<file path="config.mk">
export PLATFORM = sky130hd
export DESIGN_NAME = lpfilter_stream
export DESIGN_NICKNAME = d
export VERILOG_FILES = /design/src/rtl/lpfilter_pkg.sv /design/src/rtl/lpfilter_delayline.sv /design/src/rtl/lpfilter_stream.sv
export SDC_FILE = /design/constraint.sdc
export NUM_CORES = 1
export LEC_CHECK = 0
export CORE_ASPECT_RATIO = 1.25
export CORE_MARGIN = 2
export CORE_UTILIZATION = 48
export DETAILED_ROUTE_END_ITERATION = 6
export GPL_TIMING_DRIVEN = 0
export PLACE_DENSITY = 0.74
export RECOVER_POWER = 100
export SETUP_SLACK_MARGIN = 0.02
export SLEW_MARGIN = 20
export SYNTH_ARGS = -nofsm -noshare
export SYNTH_HDL_FRONTEND = slang
export SYNTH_SLANG_ARGS = --single-unit
</file>
<file path="constraint.sdc">
create_clock -name clk -period 4.7 [get_ports clk]
set_clock_uncertainty 0.1 [all_clocks]
set_input_delay 0.94 -clock clk [delete_from_list [all_inputs] [get_ports clk]]
set_output_delay 0.94 -clock clk [all_outputs]
set_load 0.05 [all_outputs]
</file>
<file path="src/rtl/lpfilter_pkg.sv">
// ============================================================================
// Module  : lpfilter_pkg
// Brief   : Shared defaults and width helpers for the lpfilter datapath.
// Revision: 1.0 - initial release
// ============================================================================
`default_nettype none

package lpfilter_pkg;

    localparam int C_DWIDTH_DEF = 16;
    localparam int C_TAPS_DEF   = 8;

    function automatic int clog2(input int value);
        int r;
        r = 0;
        while ((1 << r) < value) begin
            r = r + 1;
        end
        return r;
    endfunction

    // Running sum needs log2(taps) guard bits above the sample width.
    function automatic int sum_width(input int dwidth, input int taps);
        return dwidth + clog2(taps);
    endfunction

endpackage

`default_nettype wire

</file>
<file path="src/rtl/lpfilter_delayline.sv">
// ============================================================================
// Module  : lpfilter_delayline
// Brief   : C_TAPS-deep sample shift register exposing the oldest tap.
// Revision: 1.0 - initial release
// ============================================================================
`default_nettype none

module lpfilter_delayline
    import lpfilter_pkg::*;
#(
    parameter int C_DWIDTH = C_DWIDTH_DEF,
    parameter int C_TAPS   = C_TAPS_DEF
) (
    input  logic                clk,
    input  logic                rstn,
    input  logic                shift_en,
    input  logic [C_DWIDTH-1:0] din,
    output logic [C_DWIDTH-1:0] oldest
);

    // Index 0 holds the newest sample, C_TAPS-1 the oldest.
    logic [C_TAPS-1:0][C_DWIDTH-1:0] taps;

    always_ff @(posedge clk or negedge rstn) begin
        if (!rstn) begin
            taps <= '0;
        end else if (shift_en) begin
            taps <= {taps[C_TAPS-2:0], din};
        end
    end

    assign oldest = taps[C_TAPS-1];

endmodule

`default_nettype wire

</file>
<file path="src/rtl/lpfilter_stream.sv">
// ============================================================================
// Module  : lpfilter_stream
// Brief   : Valid/ready moving-average low-pass filter with zero-inject drain.
// Revision: 1.0 - initial release
// ============================================================================
`default_nettype none

module lpfilter_stream
    import lpfilter_pkg::*;
#(
    parameter int C_DWIDTH = C_DWIDTH_DEF,
    parameter int C_TAPS   = C_TAPS_DEF
) (
    input  logic                       clk,
    input  logic                       rstn,
    input  logic signed [C_DWIDTH-1:0] in_data,
    input  logic                       in_valid,
    output logic                       in_ready,
    output logic signed [C_DWIDTH-1:0] out_data,
    output logic                       out_valid,
    input  logic                       out_ready,
    input  logic                       start_sync,
    output logic                       rdy
);

    localparam int SHIFT = clog2(C_TAPS);
    localparam int SW    = sum_width(C_DWIDTH, C_TAPS);

    logic                       adv;
    logic                       step;
    logic signed [C_DWIDTH-1:0] x;
    logic        [C_DWIDTH-1:0] oldest;
    logic signed [SW-1:0]       sum;
    logic signed [SW-1:0]       sum_next;

    assign adv      = ~out_valid | out_ready;
    assign in_ready = adv & ~start_sync;
    assign step     = start_sync ? adv : (in_valid & adv);
    assign rdy      = step;
    assign x        = start_sync ? '0 : in_data;

    assign sum_next = sum
                    + {{SHIFT{x[C_DWIDTH-1]}}, x}
                    - {{SHIFT{oldest[C_DWIDTH-1]}}, oldest};

    lpfilter_delayline #(
        .C_DWIDTH (C_DWIDTH),
        .C_TAPS   (C_TAPS)
    ) u_delay (
        .clk      (clk),
        .rstn     (rstn),
        .shift_en (step),
        .din      (x),
        .oldest   (oldest)
    );

    // Dropping the low SHIFT bits of a two's-complement sum is an
    // arithmetic right shift with floor rounding.
    always_ff @(posedge clk or negedge rstn) begin
        if (!rstn) begin
            sum       <= '0;
            out_data  <= '0;
            out_valid <= 1'b0;
        end else if (step) begin
            sum       <= sum_next;
            out_data  <= sum_next[SW-1:SHIFT];
            out_valid <= 1'b1;
        end else if (out_ready) begin
            out_valid <= 1'b0;
        end
    end

endmodule

`default_nettype wire

</file>
Word-level counts from Yosys, hierarchy flattened. Index checks and enable logic that the tools add are counted.

Bits in registers: 164.

Reductions and logical operators: 1. Bitwise gates (word level): 5. Multiplexer cells: 4. $add $sub $neg: 2.

Operators by type and width (count): $add 19x19->19 (1); $sub 19x19->19 (1); $mux 16 (1); $mux 1 (3); $and 1x1->1 (2); $not 1->1 (2); $reduce_bool 2->1 (1); $or 1x1->1 (1).

Depth between registers and ports, before layout.
Depth in word-level cells: 5. Gate-level depth with buffers: 13. Depth with buffers taken out: 12.

By module. A second synthesis with hierarchy kept.

Cell total of the unflattened synthesis: 614. Area total of the unflattened synthesis: 7544.7 µm².

Modules (own cells, without submodules): lpfilter_delayline (instances 1, seq. area each 3203.1 µm², area each 4942.2 µm², cells an instance 286); lpfilter_stream (instances 1, seq. area each 500.5 µm², area each 2602.5 µm², cells an instance 328).

Worst setup path after synthesis. Ideal clock, no wire load.

Path type: in2reg. Start point: input port start_sync. End point: register out_data[15]. Data arrival time: 3.420 ns. Cell stages on the path: 12. Slack: 1.100 ns. Buffers on the path: 2. Cell sequence: clkbuf_1 clkbuf_1 nand2b_1 fa_1 inv_1 ha_1 nand4_2 or3_1 a211o_1 a31o_1 nand3_2 xnor2_1.

Word-level cells in the longest chain between the ends: 3. Elaborated cells between the ends (all ways): 4.

RTL lines: start: declaration (RTL line lpfilter_stream.sv:22) `input logic start_sync,`; $mux 16 (RTL line lpfilter_stream.sv:40) `assign x = start_sync ? '0 : in_data;`; $add 19x19->19 (RTL line lpfilter_stream.sv:43) `+ {{SHIFT{x[C_DWIDTH-1]}}, x}`; $sub 19x19->19 (RTL line lpfilter_stream.sv:44) `- {{SHIFT{oldest[C_DWIDTH-1]}}, oldest};`; end signal: assignment (RTL line lpfilter_stream.sv:66) `out_data <= sum_next[SW-1:SHIFT];`; end: declaration (RTL line lpfilter_stream.sv:19) `output logic signed [C_DWIDTH-1:0] out_data,`.

Parallel ways exist; a longest one is shown, timed or not. A chain may end at the register's enable or synchronous reset.

Worst setup path after layout.
Start point: input port out_ready. End point: output port rdy.

Word-level cells in the longest chain between the ends: 3.

RTL lines: start: declaration (RTL line lpfilter_stream.sv:21) `input logic out_ready,`; $or 1x1->1 (*) (RTL line lpfilter_stream.sv:36) `assign adv = ~out_valid | out_ready;`; $and 1x1->1 (RTL line lpfilter_stream.sv:38) `assign step = start_sync ? adv : (in_valid & adv);`; $mux 1 (*) (RTL line lpfilter_stream.sv:38); end: declaration (RTL line lpfilter_stream.sv:23) `output logic rdy`.

Every way passes the cells marked *; elsewhere a longest branch is shown, timed or not.

==> run metrics <==
headroom to the max-slew limit=-104%; Die W=113 um; Slowest cell on crit path=dlygate4sd3_1; Yosys reg bits=148; Arr. time, crit path=3.35 ns; CP required=3.66 ns; Mapped Area=0.00713 mm^2; CTS clock-pin slew for the worst setup and hold paths=0.06 ns; XOR/XNOR Fraction of Synth Area=1.11%; Final Hold Vio Count=0; vias in the first global route=5,683; ys flop type=dfrtp_1; CTS tree=done; Hold WC Path Type=reg2reg; Starting DRT DRC Count=455; DRT antenna net count=0; Final nets=938; most used cell, CP=dlygate4sd3_1; Mean Syn Cell Area=8.67 um^2; status=complete, but fails checks; Crit path largest cell delay=0.94 ns; Mapped Cells=822; setup bufs post-CTS=0; internal power=3.53 mW; critical path launch point type=input pin; DR vias=5,476; worst-case vdd ir drop=0.000294 V; fraction of layout cells with a size suffix above 1=6.38%; most frequent cells in the layout=nand2_1 (384), dfrtp_1 (148), inv_1 (55), o21ai_0 (34), clkbuf_1 (27); CP Capture Type=output port; number of flops mapped to enable cells by yosys=0; crit path cell chain=dlygate4sd3_1 > nor2b_1 > or2_2 > clkinv_1 > clkbuf_1 > dlygate4sd3_1; TritonRoute pass-1 iters=7; Least-Margin Pin Slew=3.06 ns; clock share of power=25.9%; worst-path fanout max=10; post-synth cell types=43; initial antenna violation count=0; Rows=49; critical path's top delay family=buffers and inverters; period utilization=93.3%; R2R Setup Slk=1.56 ns; wire per inst=15.5 um; crit path buf inv count=4; P_sw=2.29 mW; Max Clock Freq=0.228 GHz; Setup CP Type=in2out; Final setup viols=0; initial core utilization=49.3%; I/O Pins=40; largest net degree at the start of global routing=85; largest family of logic cells by synthesized area=simple AND/OR/NAND/NOR gates; via/cell ratio=5.11; root buf cell=clkbuf_16; setup ws final=0.315 ns; Adder-Cell Fraction of Synth Area=8.39%; sequential share of the synthesized area=51.9%; GRT overflow=0; post-synthesis mux area share=0%; core area=0.0145 mm^2; Post-CTS Hold Fix Bufs=0; DRC=9; commonest non-fill, non-tap cell in the layout=nand2_1; GRT Util Overall=22.4%; Gate power share=43.8%; Util after Layout=58.1%; Placer Congestion=0.891; CTS buffer count=17; DP HPWL=11.9 mm; Die Area=0.0158 mm^2; Max Slew Vio Count=65; Syn-to-layout area delta=17.8%; worst-skew pair later-pin latency=0.43 ns; RSZ-0062 raised after global routing=no; # diodes=0; clock tree sinks=148; Period minus WS final=4.39 ns; chip height=140 um; Leak=4.42 nW; I/O Buffers=38; post-cts repair resize count=0; Post-Synth Simple-Gate Area=24.4%; max-cap violations=1; sequential share of power=30.4%; failing checks=design-rule violations, max-capacitance violations, max-slew violations; PD cells=692 mW/mm^2; CTS max path bufs=2; first-pass GRT wire length=27.6 mm; switch share=39.4%; Async SR Flop Fraction=100%; CTS HTree Levels=4; synth warn=0; Synth Area in Compound Gates=7.39%; final wirelength=16.6 mm; Place WS=0.449 ns; syn nets=880; Total Power=5.82 mW
[cell usage after synthesis, types with 4 or more instances]
cell      instances  area share, %
ha_1             19            3.3
nor3_1            4           0.28
o21ai_0          34            2.4
xnor2_1           9            1.1
a21o_1            4           0.42
fa_1             18            5.1
dfrtp_1         148             52
nand4_1           4           0.35
a21oi_1          15            1.1
clkbuf_1         18           0.95
buf_1             6           0.32
nor2_1           10           0.53
o21a_1            7           0.74
nand2_1         384             20
nand2b_1         17            1.5
buf_4            16            1.7
inv_1            55            2.9
buf_2            12           0.84
o31ai_1           5           0.53
[stage by stage]
| stage | hold slack (ns) | instance area (um^2) | setup TNS, ns | cells |
|---|---|---|---|---|
| finish | 0.363 | 8400 | 0 | 1071 |
| global route | 0.384 | 8400 | 0 | 1071 |
| CTS | 0.367 | 8420 | 0 | 1071 |
| detailed placement | 0.351 | 7760 | 0 | 1039 |
| global placement | 0.343 | 7730 | -491.15 | 1038 |
| floorplan | 0.339 | 7130 | 0 | 822 |
[power by group through the flow]
stage | logic [mW] | registers [mW] | clock network (mW)
2_1_floorplan | 1.95 | 1.72 | 0
3_3_place_gp | 2.47 | 1.77 | 0
3_5_place_dp | 2.53 | 1.78 | 0
4_1_cts | 2.58 | 1.76 | 1.52
5_1_grt | 2.85 | 1.80 | 1.57
6_report | 2.55 | 1.77 | 1.50
[final timing paths]
| kind | depth (start not counted) | start | endpoint |
|---|---|---|---|
| setup / recovery | 6 | out_ready | rdy |
| setup reg to reg | 9 | u_delay.oldest[1]$_DFFE_PN0P_ | out_data[14]$_DFFE_PN0P_ |
| hold reg to reg | 2 | u_delay.taps[106]$_DFFE_PN0P_ | u_delay.oldest[10]$_DFFE_PN0P_ |
| min in group asynchronous | 1 | rstn | u_delay.taps[89]$_DFFE_PN0P_ |
| max in group asynchronous | 1 | rstn | sum[1]$_DFFE_PN0P_ |
| hold / removal | 2 | u_delay.taps[106]$_DFFE_PN0P_ | u_delay.oldest[10]$_DFFE_PN0P_ |
[per-layer routing]
layer  part of all wire, %  vias to the layer above  track usage (%)  wire (um)
li1                      -                     2664                -          -
met1                    40                     2604             25.8       6620
met2                    51                      157             38.1       8430
met3                   5.0                       51             5.93        828
met4                   4.4                        0             12.2        729
met5                     0                        -                0          0
[registers in the layout, indices dropped and copies added, names as in the netlist]
register and count:
sum 3, out_valid 1, u_delay.oldest 16, u_delay.taps 112, out_data 16
[worst min-delay path: cells and delay by family, from the launching register on]
family,cells,cell delay [ns]
simple gates,2,0.10
flops,1,0.34
[area by class of cell]
class | count | area, um^2
Tap cell | 178 | 223
Fill cell | 1284 | 6070
Buffer | 52 | 260
Inverter | 56 | 210
Clock buffer | 20 | 457
Sequential cell | 148 | 3700
Timing Repair Buffer | 39 | 408
Multi-Input combinational cell | 566 | 2940
Clock inverter | 12 | 200
[logic make-up after synthesis]
group | count (synthesis)
buf+inv | 108
xor+xnor | 9
flops | 148
fa+ha+maj | 37
compound gates | 85
simple gates | 435
Power figures use the tool's default switching activity.
